**src/rtl/lab_common_pkg.sv**
```systemverilog
// rtl/lab_common_pkg.sv - shared constants and defaults for button-driven lab blocks
package lab_common_pkg;

  // Select encodings for the chose_2to1 mux `c` input
  localparam logic SEL_A = 1'b0;
  localparam logic SEL_B = 1'b1;

  // Defaults shared by blocks that debounce a board push-button
  localparam int DEF_DB_CYCLES   = 4;
  localparam int DEF_AUTO_PERIOD = 8;
  localparam int DEF_CNT_W       = 16;

  // Swap between the two mux inputs
  function automatic logic flip_sel(input logic s);
    return (s == SEL_A) ? SEL_B : SEL_A;
  endfunction

endpackage

```
**src/rtl/btn_debounce.sv**
```systemverilog
// rtl/btn_debounce.sv - two-flop synchroniser, level debouncer and press pulse
module btn_debounce
  import lab_common_pkg::*;
#(
  parameter int DB_CYCLES = DEF_DB_CYCLES,
  parameter int CNT_W     = DEF_CNT_W
) (
  input  logic clk,
  input  logic rst_n,
  input  logic btn_raw,
  output logic db_btn,
  output logic press
);

  logic             s1;
  logic             s2;
  logic [CNT_W-1:0] cnt;
  logic             accept;

  // The new level is taken on the edge where the counter has already seen
  // DB_CYCLES-1 differing samples and the current one still differs.
  assign accept = (s2 != db_btn) && (cnt == CNT_W'(DB_CYCLES - 1));

  // Combinational so the consumer can act on the same edge db_btn rises.
  assign press = accept && s2;

  // Synchronise btn_raw, then require a run of stable samples before changing db_btn
  always_ff @(posedge clk) begin
    if (!rst_n) begin
      s1     <= 1'b0;
      s2     <= 1'b0;
      cnt    <= '0;
      db_btn <= 1'b0;
    end else begin
      s1 <= btn_raw;
      s2 <= s1;
      if (s2 == db_btn) begin
        cnt <= '0;
      end else if (accept) begin
        db_btn <= s2;
        cnt    <= '0;
      end else begin
        cnt <= cnt + CNT_W'(1);
      end
    end
  end

endmodule

```
**src/rtl/chose_sel_ctrl.sv**
```systemverilog
// rtl/chose_sel_ctrl.sv - select-line controller for the chose_2to1 mux
module chose_sel_ctrl
  import lab_common_pkg::*;
#(
  parameter int DB_CYCLES   = DEF_DB_CYCLES,
  parameter int AUTO_PERIOD = DEF_AUTO_PERIOD,
  parameter int CNT_W       = DEF_CNT_W
) (
  input  logic clk,
  input  logic rst_n,
  input  logic btn_raw,
  input  logic auto_en,
  output logic sel,
  output logic sel_chg,
  output logic db_btn
);

  logic             press;
  logic [CNT_W-1:0] pcnt;
  logic [CNT_W-1:0] pcnt_nxt;
  logic             sel_nxt;

  btn_debounce #(
    .DB_CYCLES (DB_CYCLES),
    .CNT_W     (CNT_W)
  ) u_debounce (
    .clk     (clk),
    .rst_n   (rst_n),
    .btn_raw (btn_raw),
    .db_btn  (db_btn),
    .press   (press)
  );

  // Next select and period count; a press wins over a period wrap so sel flips once
  always_comb begin
    sel_nxt  = sel;
    pcnt_nxt = '0;
    if (auto_en) begin
      if (press) begin
        sel_nxt = flip_sel(sel);
      end else if (pcnt == CNT_W'(AUTO_PERIOD - 1)) begin
        sel_nxt = flip_sel(sel);
      end else begin
        pcnt_nxt = pcnt + CNT_W'(1);
      end
    end else if (press) begin
      sel_nxt = flip_sel(sel);
    end
  end

  // Register select, its change strobe and the period counter
  always_ff @(posedge clk) begin
    if (!rst_n) begin
      sel     <= SEL_A;
      sel_chg <= 1'b0;
      pcnt    <= '0;
    end else begin
      sel     <= sel_nxt;
      sel_chg <= (sel_nxt != sel);
      pcnt    <= pcnt_nxt;
    end
  end

endmodule
```
**config.mk**
```make
export PLATFORM = sky130hd
export DESIGN_NAME = chose_sel_ctrl
export DESIGN_NICKNAME = d
export VERILOG_FILES = /design/src/rtl/lab_common_pkg.sv /design/src/rtl/btn_debounce.sv /design/src/rtl/chose_sel_ctrl.sv
export SDC_FILE = /design/constraint.sdc
export NUM_CORES = 1
export LEC_CHECK = 0
export ABC_AREA = 1
export BUFFER_PORTS_ARGS = -buffer_cell sky130_fd_sc_hd__buf_4
export CAP_MARGIN = 40
export CORE_ASPECT_RATIO = 0.8
export CORE_UTILIZATION = 54
export CTS_CLUSTER_SIZE = 8
export DETAILED_ROUTE_END_ITERATION = 8
export PLACE_DENSITY = 0.74
export SYNTH_ARGS = -nofsm -noshare
export SYNTH_HDL_FRONTEND = slang
export SYNTH_SLANG_ARGS = --single-unit
```
**constraint.sdc**
```tcl
create_clock -name clk -period 1.4 [get_ports clk]
set_input_delay 0.14 -clock clk [delete_from_list [all_inputs] [get_ports clk]]
set_output_delay 0.14 -clock clk [all_outputs]
set_load 0.01 [all_outputs]
```
## Yosys cells after proc, flatten, opt, wreduce, memory -nomap -nowiden

Index checks and enable logic that the tools add are counted.

| word-level totals | value |
|---|---|
| input bits | 4 |
| logic and storage cells | 27 |
| output and inout port bits | 3 |
| flip-flop bits (word level) | 37 |

| cells by class | value |
|---|---|
| reductions and logical operators | 5 |
| equality and inequality tests | 5 |
| add/sub/neg operators | 2 |
| multiplexer cells | 5 |
| bitwise operators | 3 |

Operators by type and width:

| cell | number |
|---|---|
| 16-bit by 1-bit adder with 16-bit output, second input constant | 2 |
| 16-bit by 2-bit equality test with 1-bit output, second input constant | 1 |
| 16-bit by 3-bit equality test with 1-bit output, second input constant | 1 |
| 1-bit two-way mux | 5 |
| 4-bit OR reduction | 1 |
| 1-bit NOT | 3 |
| 3-bit OR reduction | 1 |
| 1-bit logical AND | 2 |
| 1-bit inequality test | 2 |
| 2-bit AND reduction | 1 |
| 1-bit equality test | 1 |

## Longest topological paths before layout

Gate-level depths: netlist of run 1.

| logic depth | value |
|---|---|
| depth after elaboration | 6 |
| depth in mapped cells | 9 |
| depth with buffers taken out | 9 |

## Hierarchy

From an unflattened synthesis of run 1, not the netlist that was laid out.

| second synthesis, totals | value |
|---|---|
| cell total of the unflattened synthesis | 279 |
| area total of the unflattened synthesis | 1884.3 um^2 |

Modules (own cells, without submodules):

| module | cells an instance | area each (um^2) | times used |
|---|---|---|---|
| btn_debounce | 156 | 997.2 | 1 |
| chose_sel_ctrl | 123 | 887.1 | 1 |

## Worst setup path after synthesis of run 1

Ideal clock, no wire load.

| timing | value |
|---|---|
| path kind | register to register |
| start | register u_debounce.cnt[0] |
| end | register pcnt[2] |
| setup slack | 0.012 ns |
| cell stages (with the launch flop) | 10 |
| data required time | 1.284 ns |
| arrival time | 1.272 ns |
| path buffers | 1 |
| period minus slack after synthesis | 1.388 ns |
| path through | dfxtp_1 > ha_1 > inv_1 > nor2_2 > nand2_1 > nor2_1 > nand4_2 > nand4_4 > buf_6 > nor2_1 |

| between the ends | value |
|---|---|
| longest elaborated chain between the ends | 4 |

Ends and longest elaborated chain:

| element | line | text |
|---|---|---|
| start: declaration | btn_debounce.sv:17 | `logic [CNT_W-1:0] cnt;` |
| start signal: assignment | btn_debounce.sv:43 | `cnt <= cnt + CNT_W'(1);` |
| 16-bit by 2-bit equality test with 1-bit output | btn_debounce.sv:22 | `assign accept = (s2 != db_btn) && (cnt == CNT_W'(DB_CYCLES - 1));` |
| 1-bit logical AND | btn_debounce.sv:22 |  |
| 1-bit logical AND | btn_debounce.sv:25 | `assign press = accept && s2;` |
| 4-bit OR reduction (no line) | n/a |  |
| end signal: assignment | chose_sel_ctrl.sv:60 | `pcnt <= pcnt_nxt;` |
| end: declaration | chose_sel_ctrl.sv:19 | `logic [CNT_W-1:0] pcnt;` |

No other way between the ends.
A chain may end at the register's enable or synchronous reset.

## Worst setup path after layout of run 1

| timing | value |
|---|---|
| start | register u_debounce.cnt[1] |
| end | register pcnt[15] |

Same word-level chain as after synthesis.

==> results of run 1 <==
## placed cells by master, fill, tap and decap left out, types with 4 or more instances in the layout
cell type | netlist | final
a21oi_1 | 11 | 9
buf_4 | 1 | 18
clkbuf_8 | 0 | 5
dfxtp_1 | 37 | 31
dfxtp_2 | 0 | 6
inv_1 | 35 | 33
nand2_1 | 43 | 39
nand3_1 | 18 | 13
nand3_2 | 1 | 5
nor2_1 | 55 | 44
nor2_2 | 3 | 10
nor2_4 | 0 | 4
nor3_1 | 5 | 5
o21ai_0 | 5 | 5
xor2_1 | 14 | 14
## power by group
| part | switching [uW] | leakage, uW | internal (uW) |
|---|---|---|---|
| clock network | 378 | 0.0000681 | 708 |
| registers | 6.71 | 0.000301 | 1060 |
| logic | 32.9 | 0.000426 | 25.3 |
| total | 417 | 0.000796 | 1790 |
## stage by stage
stage | hold WS, ns | worst slack, ns | instances | instance area, um^2
finish | 0.0314 | -0.0403 | 312 | 2270
global route | 0.0652 | -0.108 | 312 | 2270
CTS | 0.0294 | -0.000619 | 309 | 2110
detailed placement | 0.326 | -0.0522 | 300 | 1930
global placement | 0.324 | 0.0111 | 300 | 1930
floorplan | 0.233 | 0.0119 | 244 | 1750
## timing repair
item	CTS	global route
setup endpoints to repair	16	35
setup buffers	0	3
hold buffers	0	0
gates cloned	1	0
pin swaps	1	18
gates resized for setup	7	38
## how the worst max path moves through the flow
| stage | startpoint | end | slack [ns] |
|---|---|---|---|
| floorplan | u_debounce.cnt[0]$_SDFF_PP0_ | pcnt[2]$_SDFF_PP0_ | 0.01 |
| global placement | u_debounce.cnt[0]$_SDFF_PP0_ | pcnt[9]$_SDFF_PP0_ | 0.01 |
| detailed placement | u_debounce.cnt[0]$_SDFF_PP0_ | pcnt[5]$_SDFF_PP0_ | -0.05 |
| CTS | u_debounce.cnt[0]$_SDFF_PP0_ | pcnt[0]$_SDFF_PP0_ | -0.0006 |
| global route | u_debounce.cnt[1]$_SDFF_PP0_ | sel$_SDFF_PN0_ | -0.11 |
| finish | u_debounce.cnt[1]$_SDFF_PP0_ | pcnt[15]$_SDFF_PP0_ | -0.04 |
## per-layer routing
| layer | wire (um) | part of all wire, % |
|---|---|---|
| met1 | 1920 | 48 |
| met2 | 1760 | 44 |
| met3 | 306 | 7.6 |
| met4 | 25 | 0.62 |
| met5 | 0 | 0 |
## Yosys cell counts (all sizes together)
cell	n	area, um^2
nor2	58	225
nand2	43	161
dfxtp	37	741
inv	35	131
nand3	19	100
xor2	15	139
a21oi	11	55.1
nand4	5	52.6
nor3	5	25.0
o21ai	5	25.0
buf	2	18.8
ha	2	25.0
nand3b	2	15.0
nor3b	2	15.0
xnor2	2	17.5
or2	1	6.26
## critical path: stages (launching register included)
cell and delay [ns]:
dfxtp_2 0.36, ha_4 0.14, inv_2 0.05, nor2_4 0.12, nand2_2 0.07, nor2_4 0.14, nand4_4 0.17, nand4_4 0.19
nor2_1 0.07
## sequential cells by signal (all words and copies together) (netlist names)
signal / count
pcnt: 16
u_debounce.s2: 1
u_debounce.cnt: 16
u_debounce.s1: 1
sel: 1
u_debounce.db_btn: 1
sel_chg: 1
## layout make-up
type | instances | area, um^2
timing repair buffer | 21 | 178
clock inverter | 3 | 65.1
sequential | 37 | 748
tap | 40 | 50.0
clock buffer | 5 | 68.8
inverter | 35 | 131
multi-input combinational | 171 | 1020
fill | 230 | 820
## logic make-up (layout without fill, tap and decap cells)
group | count (synthesis) | count (layout)
AOI/OAI and AO/OA | 16 | 16
xor gates and xnor gates | 17 | 17
adders and majority gates | 2 | 2
buffers and inverters | 37 | 64
DFF | 37 | 37
and+or+nand+nor | 135 | 136
==> impl_results.md, run 1 <==
* M3 GR Usage at roughly 5.4%
* Post-Syn Area at between 1500 and 2000 um^2
* Die Y at approximately 53 um
* Max-Cap Viols at 0
* Layout Nets at between 200 and 300
* Worst endpoint required time at 1.57 ns
* WL/cell at 12.9 um
* Hold path depth at 3
* Vias per cell at about 5.0
* Outcome: finished with violations
* Total track usage at 23.0%
* Post-synthesis sequential area ratio at around 42%
* Final worst-path setup slack at -0.0403 ns
* First-pass GRT wire length at roughly 5800 um
* CP Class: reg -> reg
* Worst Tran Pin Value at between 0.3 and 0.4 ns
* Layout cells sized above 1 at roughly a quarter
* Compound-Gate Fraction of Synth Area at under 10%
* Leakage at approximately 0.00080 uW
* CTS Buf Count at 5
* Port bufs at 6
* Core ar. at between 3000 and 4000 um^2
* Skew final at approximately 0.011 ns
* Setup TNS at -0.457 ns
* Final worst path period share at 103%
* Mux cell area share after synthesis at 0%
* DRC Markers at 0
* Adder-cell share of the synthesized area at around 1.4%
* DR pass1 iterations at 4
* Insertion delay to the later sink of the worst-skew pair at ~0.29 ns
* Number of global-route vias before repair at roughly 1.3k
* Ports at 7
* Worst setup SP type: flip-flop
* Vias at ~1.6k
* Die area at 3480 um^2
* Synthesized net count at 250
* Hold Crit Class: in -> reg
* CTS tree: yes
* Synth Area in Simple Gates at 34.3%
* R2R Path End: pcnt[15]$_SDFF_PP0_
* Final core utilization at between 70% and 80%
* Num Clock Sinks at 37
* Clock H-tree levels at 2
* Area grow syn2layout at 29.3%
* Grt total ovfl at 0
* DP Wirelength at between 2000 and 3000 um
* Flops & latches, synth at 37
* R2R setup slack at -0.04 ns
* Gpl congestion at ~0.83
* CTS Buffer Depth at 2
* YS warnings at 0
* Final ANT Viol Nets at 0
* Reg-to-Reg Start: u_debounce.cnt[1]$_SDFF_PP0_
* Total Wirelength at 4010 um
* Met1 Track Usage GR at roughly 33%
* Max IR drop VDD at roughly 1200 uV
* Slew HR at between 70 and 80%
* # setup viols final at 23
* Fmax at 694 MHz
* Mean post-synth cell area at 7.18 um^2
* Synth cell types at 22
* Arr. time, crit path at between 1.5 and 2 ns
* Starting Density at between 50% and 60%
* Post-synthesis xor/xnor area fraction at roughly 9%
* FF-to-FF path depth at 8
* Final Hold Viols at 0
* RSZ-0062 raised after global routing: true
* Gr busiest metal: met2
* Largest net degree at the start of global routing at 17
* PD cells at approximately 970 nW/um^2
* Hold Path End: u_debounce.s1$_SDFF_PN0_
* Antenna violations before repair at 0
* Row count at 18
* Hold_sp: btn_raw
* Worst-path clk slew at approximately 0.08 ns
* Met2 Use GR at around a third
* Worst-path maximum fanout at 8
* Largest family of logic cells by synthesized area: simple AND/OR/NAND/NOR gates
* Slew Limit Fails at 0
* Ant. Diodes at 0
* PnR Total Power at 2210 uW
* Initial DRC count at 106
* Failing checks: setup timing
* Die width at 65.7 um
* Fin crit period at roughly 1.4 ns
* Gate Count Post-Synth at around 240
* Clock root buffer: clkbuf_8
* Crit. End Element: flip-flop
Power figures use the tool's default switching activity.
==> inputs of run 2 (changes only) <==
--- a/config.mk
+++ b/config.mk
@@ -9,10 +9,10 @@
 export BUFFER_PORTS_ARGS = -buffer_cell sky130_fd_sc_hd__buf_4
 export CAP_MARGIN = 40
 export CORE_ASPECT_RATIO = 0.8
-export CORE_UTILIZATION = 54
+export CORE_UTILIZATION = 60
 export CTS_CLUSTER_SIZE = 8
 export DETAILED_ROUTE_END_ITERATION = 8
-export PLACE_DENSITY = 0.74
+export PLACE_DENSITY = 0.78
 export SYNTH_ARGS = -nofsm -noshare
 export SYNTH_HDL_FRONTEND = slang
 export SYNTH_SLANG_ARGS = --single-unit
==> constraint.sdc (replaced) <==
create_clock -name clk -period 1.8 [get_ports clk]
set_input_delay 0.18 -clock clk [delete_from_list [all_inputs] [get_ports clk]]
set_output_delay 0.18 -clock clk [all_outputs]
set_load 0.01 [all_outputs]
==> run 2 against run 1 <==
Against the previous run: the run now ends clean; combinational power down 54%; global-route usage down 0.73 points; worst hold slack lost 0.0032 ns; fmax down 5.0%; sequential power decreased by 23%; clock skew decreased by 0.0022 ns; sequential cell count unchanged; register-to-register slack improved by 0.32 ns.
==> impl_results.md, run 2 (synthesis gave the netlist of run 1 again) <==
* Insertion delay to the later sink of the worst-skew pair at between 0.3 and 0.4 ns
* Crit. End Element: flip-flop
* Setup bufs post-CTS at 0
* Slew HR at 76.0%
* Cell area after layout at about 1900 um^2
* Final Hold Viols at 0
* PD cells at around 670 nW/um^2
* Fmax at 660 MHz
* Worst setup SP type: flip-flop
* Vias per cell at about 4.8
* Reg-to-Reg Start: u_debounce.cnt[0]$_SDFF_PP0_
* DP Wirelength at around 2300 um
* # setup viols final at 0
* Skew final at 0.00909 ns
* Initial DRC count at 66
* Layout cells sized above 1 at under 10%
* Max-Cap Viols at 0
* Die Y at 50.3 um
* Hold path depth at 3
* Die width at between 60 and 70 um
* Area grow syn2layout at 7.14%
* R2R Path End: u_debounce.cnt[4]$_SDFF_PP0_
* CTS Buf Count at 5
* First-pass GRT wire length at approximately 5200 um
* Total Wirelength at roughly 3100 um
* Core ar. at around 2800 um^2
* Final worst path period share at 84.2%
* Hold Path End: u_debounce.s1$_SDFF_PN0_
* Worst-path maximum fanout at 16
* CP Class: reg -> reg
* RSZ-0062 raised after global routing: false
* Clock H-tree levels at 2
* Arr. time, crit path at between 1.5 and 2 ns
* FF-to-FF path depth at 8
* Worst endpoint required time at ~2.1 ns
* # resized after CTS at 0
* CTS tree: yes
* CTS Buffer Depth at 2
* PnR Total Power at 1260 uW
* Gpl congestion at around 0.88
* Final ANT Viol Nets at 0
* Commonest cells after routing, fill and taps aside: nor2_1, nand2_1, dfxtp_1
* Hold Crit Class: in -> reg
* Fill cells at 261
* R2R setup slack at ~0.28 ns
* Layout Nets at 261
* Setup TNS at 0 ns
* Number of global-route vias before repair at about 1.2k
* Ant. Diodes at 0
* Fin crit period at ~1.5 ns
* Worst-path clk slew at roughly 0.1 ns
* Outcome: completed
* Slew Limit Fails at 0
* CTS Hold Buffers Added at 0
* Starting Density at 63.4%
* Final core utilization at 67.9%
* Clock root buffer: clkbuf_4
* Regs by FF count: pcnt x16, u_debounce.cnt x16
* Port bufs at 6
* Die area at between 3000 and 4000 um^2
* Num Clock Sinks at 37
* Grt total ovfl at 0
* DRC Markers at 0
* Vias at 1422
* Max IR drop VDD at between 500 and 600 uV
* Row count at 17
* Worst Tran Pin Value at around 0.36 ns
* DR pass1 iterations at 4
* Ports at 7
* Antenna violations before repair at 0
* Area after DPL at ~1800 um^2
* Hold_sp: btn_raw
* Commonest non-fill, non-tap cell in the layout: nor2_1
* Total track usage at approximately 22%
* Leakage at ~0.00068 uW
* Largest net degree at the start of global routing at 17
* WL/cell at 10.5 um
-- run 2: changes by cell type in the layout (fill, tap and decap cells not counted), sizes merged --
cell    delta
clkbuf     +1
buf       -15
clkinv     +1
bufinv     -2
nand4      -1
-- run 2: cell type report --
class / count / area, um^2 / area share [%]
Clock buffer: 6 / 41.3 / 2.20
Clock inverter: 2 / 10.0 / 0.533
Inverter: 35 / 131 / 7.00
Multi-Input combinational cell: 170 / 862 / 45.9
Sequential cell: 37 / 741 / 39.4
Tap cell: 38 / 47.5 / 2.53
Timing Repair Buffer: 6 / 45.0 / 2.40
-- run 2: stage by stage --
stage	hold WS [ns]	std cells	worst slack, ns
final	0.0282	294	0.284
after global routing	0.0369	294	0.149
after CTS	0.0174	294	0.258
after detailed placement	0.375	286	0.331
after global placement	0.369	286	0.362
after floorplan	0.273	244	0.412
-- run 2: critical path, cell delays in order, from the launching register on --
cell	delay, ns
dfxtp_1	0.34
ha_1	0.21
inv_1	0.08
nor2_2	0.04
nand2_1	0.05
nor2_1	0.05
nand3_1	0.09
nand3_2	0.28
nor3b_1	0.29
-- run 2: power by group --
part           total (uW)  internal, uW  switching (uW)
Sequential            826           823            3.31
Combinational        26.9          9.80            17.1
Clock                 409           149             260
-- run 2: routing by layer --
metal,vias to the layer above,part of all wire [%],track usage [%]
met4,0,1.1,10.5
met2,25,35,29.2
met1,613,58,33.0
li1,780,-,-
met3,4,5.6,6.14
met5,-,0,0
-- run 2: worst max path at each step --
stage	from	end	slack, ns	cells after the start
global placement	u_debounce.cnt[0]$_SDFF_PP0_	u_debounce.cnt[3]$_SDFF_PP0_	0.36	8
detailed placement	u_debounce.cnt[0]$_SDFF_PP0_	u_debounce.cnt[7]$_SDFF_PP0_	0.33	8
finish	u_debounce.cnt[0]$_SDFF_PP0_	u_debounce.cnt[4]$_SDFF_PP0_	0.28	8
CTS	u_debounce.cnt[0]$_SDFF_PP0_	u_debounce.cnt[4]$_SDFF_PP0_	0.26	8
floorplan	u_debounce.cnt[0]$_SDFF_PP0_	pcnt[2]$_SDFF_PP0_	0.41	9
global route	pcnt[0]$_SDFF_PP0_	pcnt[12]$_SDFF_PP0_	0.15	8
